$ cat src/rtl/mcp_tx_fifo_if.sv
// mcp_tx_fifo_if
// Groups the producer push port and the MCP launch/ack pair of the transmit
// endpoint.
//   wdata/wvalid/wready : producer valid/ready push port
//   tx_data/tx_en       : held data bus and launch toggle to the receiver
//   rx_ack              : acknowledge toggle from the receiver (asynchronous)
// slave  : the FIFO/launcher side
// master : the producer/receiver environment side
interface mcp_tx_fifo_if #(
    parameter int DW = 8
);
    logic [DW-1:0] wdata;
    logic          wvalid;
    logic          wready;
    logic [DW-1:0] tx_data;
    logic          tx_en;
    logic          rx_ack;

    modport slave (
        input  wdata,
        input  wvalid,
        output wready,
        output tx_data,
        output tx_en,
        input  rx_ack
    );

    modport master (
        output wdata,
        output wvalid,
        input  wready,
        input  tx_data,
        input  tx_en,
        output rx_ack
    );
endinterface

$ cat src/rtl/mcp_tx_fifo.sv
// mcp_tx_fifo
// Transmit endpoint of a toggle-based multi-cycle-path crossing. Words pushed
// by a local producer are buffered in a small FIFO and launched one at a time
// onto a held data bus with a toggling enable. The next word is launched only
// after the receiver's acknowledge toggle has been synchronized back.
//
// Ports
//   i_clk     : clock, all state updates on the rising edge
//   i_rst     : synchronous active-high reset
//   io_bus    : push port and launch/ack pair (mcp_tx_fifo_if.slave)
//   o_count   : words held in the FIFO, excluding the word in flight
//   o_busy    : a word is in flight and awaiting ack
//   o_ack_err : sticky, an ack toggle arrived with no word in flight
//
// state   | meaning
// --------+---------------------------------------------------------
// ST_IDLE | nothing in flight; launch the FIFO head if one is present
// ST_BUSY | word on tx_data held stable, waiting for the ack toggle
module mcp_tx_fifo #(
    parameter int DW    = 8,
    parameter int DEPTH = 4
) (
    input  logic                     i_clk,
    input  logic                     i_rst,
    mcp_tx_fifo_if.slave             io_bus,
    output logic [$clog2(DEPTH):0]   o_count,
    output logic                     o_busy,
    output logic                     o_ack_err
);

    localparam int AW = $clog2(DEPTH);
    localparam int CW = AW + 1;

    typedef enum logic {
        ST_IDLE = 1'b0,
        ST_BUSY = 1'b1
    } state_t;

    state_t          r_state;
    state_t          w_state_nxt;

    logic [DW-1:0]   r_mem [DEPTH];
    logic [AW-1:0]   r_wptr;
    logic [AW-1:0]   r_rptr;
    logic [CW-1:0]   r_count;
    logic [DW-1:0]   r_tx_data;
    logic            r_tx_en;
    logic            r_ack_q1;
    logic            r_ack_q2;
    logic            r_ack_q3;
    logic            r_ack_err;

    logic            w_wready;
    logic            w_push;
    logic            w_launch;
    logic            w_ack_pulse;
    logic            w_ack_err_set;

    assign w_wready    = (r_count < CW'(DEPTH));
    assign w_push      = io_bus.wvalid & w_wready;
    // q2 vs q3 compares the synchronized ack level with its previous value;
    // any difference is one receiver acknowledge.
    assign w_ack_pulse = r_ack_q2 ^ r_ack_q3;

    always_ff @(posedge i_clk) begin
        if (i_rst) begin
            r_state <= ST_IDLE;
        end else begin
            r_state <= w_state_nxt;
        end
    end

    always_comb begin
        w_state_nxt   = r_state;
        w_launch      = 1'b0;
        w_ack_err_set = 1'b0;
        case (r_state)
            ST_IDLE: begin
                // An ack here has no word to retire; flag it and carry on.
                if (w_ack_pulse) begin
                    w_ack_err_set = 1'b1;
                end
                if (r_count != '0) begin
                    w_launch    = 1'b1;
                    w_state_nxt = ST_BUSY;
                end
            end
            ST_BUSY: begin
                // No launch on the ack edge; the next launch comes from IDLE.
                if (w_ack_pulse) begin
                    w_state_nxt = ST_IDLE;
                end
            end
            default: begin
                w_state_nxt = ST_IDLE;
            end
        endcase
    end

    // Storage is not reset; only slots between the pointers are ever read.
    always_ff @(posedge i_clk) begin
        if (!i_rst && w_push) begin
            r_mem[r_wptr] <= io_bus.wdata;
        end
    end

    always_ff @(posedge i_clk) begin
        if (i_rst) begin
            r_wptr    <= '0;
            r_rptr    <= '0;
            r_count   <= '0;
            r_tx_data <= '0;
            r_tx_en   <= 1'b0;
            r_ack_q1  <= 1'b0;
            r_ack_q2  <= 1'b0;
            r_ack_q3  <= 1'b0;
            r_ack_err <= 1'b0;
        end else begin
            r_ack_q1 <= io_bus.rx_ack;
            r_ack_q2 <= r_ack_q1;
            r_ack_q3 <= r_ack_q2;

            if (w_push) begin
                r_wptr <= r_wptr + AW'(1);
            end

            if (w_launch) begin
                r_tx_data <= r_mem[r_rptr];
                r_tx_en   <= ~r_tx_en;
                r_rptr    <= r_rptr + AW'(1);
            end

            case ({w_push, w_launch})
                2'b10:   r_count <= r_count + CW'(1);
                2'b01:   r_count <= r_count - CW'(1);
                default: r_count <= r_count;
            endcase

            if (w_ack_err_set) begin
                r_ack_err <= 1'b1;
            end
        end
    end

    assign io_bus.wready  = w_wready;
    assign io_bus.tx_data = r_tx_data;
    assign io_bus.tx_en   = r_tx_en;
    assign o_count        = r_count;
    assign o_busy         = (r_state == ST_BUSY);
    assign o_ack_err      = r_ack_err;

endmodule

$ cat src/flat_wrapper.sv
// flat-port wrapper written by rule: the top's interface ports become plain ports
module mcp_tx_fifo_flat 
#(
    parameter int DW    = 8,
    parameter int DEPTH = 4
)
  (i_clk, i_rst, o_count, o_busy, o_ack_err, io_bus_wdata, io_bus_wvalid, io_bus_wready, io_bus_tx_data, io_bus_tx_en, io_bus_rx_ack);
  mcp_tx_fifo_if #(.DW(DW)) io_bus_i ();
  input  logic i_clk;
  input  logic i_rst;
  output logic [$clog2(DEPTH):0] o_count;
  output logic o_busy;
  output logic o_ack_err;
  input wire logic [$bits(io_bus_i.wdata)-1:0] io_bus_wdata;
  input wire logic [$bits(io_bus_i.wvalid)-1:0] io_bus_wvalid;
  output wire logic [$bits(io_bus_i.wready)-1:0] io_bus_wready;
  output wire logic [$bits(io_bus_i.tx_data)-1:0] io_bus_tx_data;
  output wire logic [$bits(io_bus_i.tx_en)-1:0] io_bus_tx_en;
  input wire logic [$bits(io_bus_i.rx_ack)-1:0] io_bus_rx_ack;
  assign io_bus_i.wdata = io_bus_wdata;
  assign io_bus_i.wvalid = io_bus_wvalid;
  assign io_bus_wready = io_bus_i.wready;
  assign io_bus_tx_data = io_bus_i.tx_data;
  assign io_bus_tx_en = io_bus_i.tx_en;
  assign io_bus_i.rx_ack = io_bus_rx_ack;
  mcp_tx_fifo #(.DW(DW), .DEPTH(DEPTH)) u_core (.i_clk(i_clk), .i_rst(i_rst), .io_bus(io_bus_i), .o_count(o_count), .o_busy(o_busy), .o_ack_err(o_ack_err));
endmodule
$ cat config.mk
export PLATFORM = sky130hd
export DESIGN_NAME = mcp_tx_fifo_flat
export DESIGN_NICKNAME = d
export VERILOG_FILES = /design/src/rtl/mcp_tx_fifo_if.sv /design/src/rtl/mcp_tx_fifo.sv /design/src/flat_wrapper.sv
export SDC_FILE = /design/constraint.sdc
export NUM_CORES = 1
export LEC_CHECK = 0
export ABC_AREA = 1
export CORE_MARGIN = 8
export CORE_UTILIZATION = 50
export CTS_BUF_LIST = sky130_fd_sc_hd__clkbuf_8
export DETAILED_ROUTE_END_ITERATION = 8
export PLACE_DENSITY = 0.81
export SLEW_MARGIN = 20
export SYNTH_ARGS = -nofsm -noshare
export SYNTH_HDL_FRONTEND = slang
export SYNTH_SLANG_ARGS = --single-unit
$ cat constraint.sdc
create_clock -name i_clk -period 1.6 [get_ports i_clk]
set_clock_uncertainty 0.1 [all_clocks]
set_input_delay 0.48 -clock i_clk [delete_from_list [all_inputs] [get_ports i_clk]]
set_output_delay 0.48 -clock i_clk [all_outputs]
set_load 0.01 [all_outputs]
==> qor.yml <==
critPathTopFamily: "adder cells"
power.internal_mw: 2.74
antenna_left: 0
criticalPathCategory: "flop to flop"
drc_errors: 0
swShare_pct: 35.8
io_buffers: 26
crit_chain: "nor2_2 -> nand2_2 -> nand2_2 -> inv_2 -> ha_4 -> inv_4 -> fa_2 -> nand2_2 -> nand3_2 -> nand2_1 -> nand2_1 -> nor2_1"
row_count: 25
route.met2.wl_mm: 2.22
arrival_ns: 1.80
violations: "setup timing"
fin_ws_ns: -0.0595
fill_cells: 388
nNetsFinal: 322
die_w_um: 84.5
syn-cell-area_um2: 2350
root_buffer: "clkbuf_8"
pwr-share-clk_pct: 17.3
fp.dieArea_um2: 7140
hold-worst-slack_ns: 0.311
postSynthCellCount: 261
grt_pass1_wl_mm: 7.22
grt_pass1_vias: 1563
hold_class: "flop to flop"
p_total_mw: 4.27
cts_buffer_depth: 2
vias: 1652
p_leak_nw: 1.36
drive_gt1_share_pct: 18.4
dr.pass1.iters: 4
slowest_stage: "dfxtp_4"
core_area_um2: 4630
seqPwrFrac_pct: 41.4
wl_met3_um: 175
power.switching_mw: 1.53
cp-end-kind: "flop"
wl_per_cell_um: 11.8
rsz0062_at_grt: "true"
grt_overflow_total: 0
vdd_drop_max_v: 0.000583
status: "finished with violations"
ys_types: 20
setup_violations: 2
die_y_um: 84.5
tritoncts: "yes"
yosys_warnings: 0
required_ns: 1.74
fin_cells: 359
yosysSeqAreaShare_pct: 58.9
routabilityCongestion: 0.740
ys_ff_latch: 53
drtIter0Drc: 68
wl_mm: 4.23
tightest_slew_ns: 0.224
start_util_pct: 50.7
numClockSinks: 53
cts_inserted_buffers: 5
viasPerCell: 4.60
critical_path_buf_inv_count: 2
ios: 27
area_delta_synth_final_pct: 21.1
clock_latency_ns: 0.30
grt_max_degree: 21
syn_nets: 279
slew_headroom_pct: 85.1
wl_met1_mm: 1.76
crit_fanout: 3
cts.clk_slew.worst_paths_ns: 0.09
cp_slowest_stage_delay_ns: 0.37
slew_violations: 0
hold_viol: 0
grt_antenna_before_repair: 0
pwr-share-comb_pct: 41.2
finalCritPeriodShare_pct: 104
cap_viol_max_count: 0
dp_cells: 347
fmax_mhz: 603
top_layer: "met4"
synth_area_per_cell_um2: 8.99
power.density_nw_per_um2: 1500
crit_path_frequent_cell: "nand2_2"
diodes: 0
period_minus_slack_ns: 1.66
grt_usage_pct: 12.7
dp_hpwl_mm: 2.90
htreeDepth: 2
start_kind: "flop"
-- state kept, by name (all words and copies together), names as in the netlist --
name / flops
u_core.o_ack_err: 1
u_core.io_bus.tx_data: 8
u_core.o_busy: 1
u_core.r_wptr: 2
u_core.r_rptr: 2
u_core.r_mem: 32
u_core.io_bus.tx_en: 1
u_core.r_ack_q1: 1
u_core.r_ack_q3: 1
u_core.r_ack_q2: 1
u_core.o_count: 3
-- layer usage --
| layer | vias to the layer above | track usage (%) |
|---|---|---|
| li1 | 875 | - |
| met4 | 0 | 5.34 |
| met5 | - | 0 |
| met1 | 744 | 12.9 |
| met2 | 26 | 23.6 |
| met3 | 7 | 3.61 |
-- final timing paths --
check,start,endpoint,slack (ns),cells after the start
max,u_core.o_count[2],u_core.o_count[2],-0.06,12
min,u_core.r_ack_q1,u_core.r_ack_q2,0.31,2
max reg2reg,u_core.o_count[2],u_core.o_count[2],-0.06,12
min reg2reg,u_core.r_ack_q1,u_core.r_ack_q2,0.31,2
-- stage by stage --
step / cell area, um2 / setup slack [ns] / TNS, ns / util, %
final: 2840 / -0.0595 / -0.0888 / 61.4
after global routing: 2840 / -0.176 / -0.348 / 61.4
after CTS: 2830 / -0.0177 / -0.0245 / 61.1
after detailed placement: 2740 / -0.519 / -10.58 / 59.1
after global placement: 2740 / -0.485 / -10.0 / 59.1
after floorplan: 2380 / 0.00296 / 0 / -
-- final cells by class --
type                            instances  area (um2)  share of cell area, %
Clock buffer                            6        82.6                   2.91
Clock inverter                          2        7.51                  0.264
Inverter                               62         245                   8.63
Multi-Input combinational cell        139         694                   24.4
Sequential cell                        53        1390                   48.8
Tap cell                               54        67.6                   2.38
Timing Repair Buffer                   43         357                   12.5
-- cell families after synthesis --
group,after synthesis,synth area share [%]
compound gates,13,2.77
xor+xnor,2,0.747
fa+ha+maj,6,3.52
buf+inv,69,13.2
flops,53,58.9
simple gates,118,20.9
-- cell usage in the layout (no fill, tap or decap), types with 6 or more instances in the layout --
cell type         n
a21oi_1           7
inv_2             6
dlygate4sd2_1    13
inv_1            55
nand3_1          18
clkbuf_8          6
nand2_2          13
nand2_1          55
buf_4            17
dfxtp_1          18
clkdlybuf4s50_1  10
nor2_1           29
edfxtp_1         32
-- repair_timing --
| item | in CTS | in global routing |
|---|---|---|
| gates resized for setup | 21 | 8 |
| hold buffers | 0 | 0 |
| pin swaps | 2 | 4 |
| setup endpoints to repair | 17 | 5 |
| buffers inserted | 1 | 3 |
-- power by group through the flow --
stage               registers, mW  logic [mW]  clock network [mW]
finish                       1.77        1.76               0.740
global route                 1.79        2.00               0.831
CTS                          1.77        1.71               0.767
detailed placement           1.80        1.74                   0
global placement             1.80        1.68                   0
floorplan                    1.86        1.16                   0
-- worst reg2reg max path: stages (launching register included) --
cell and delay [ns]:
dfxtp_4 0.37, nor2_2 0.04, nand2_2 0.06, nand2_2 0.07
inv_2 0.08, ha_4 0.15, inv_4 0.04, fa_2 0.36
nand2_2 0.08, nand3_2 0.07, nand2_1 0.06, nand2_1 0.04
nor2_1 0.07
-- synth_stat cells, drive strengths merged --
cell type / instances / area share (%)
nand2: 69 / 12
inv: 62 / 10
edfxtp: 32 / 41
nor2: 30 / 4.8
dfxtp: 21 / 18
nand3: 19 / 4.1
a21oi: 7 / 1.5
buf: 7 / 3.0
o21ai: 6 / 1.3
ha: 5 / 2.7
fa: 1 / 0.85
xnor2: 1 / 0.37
xor2: 1 / 0.37
Note: power is estimated with default switching activity, not from simulation.
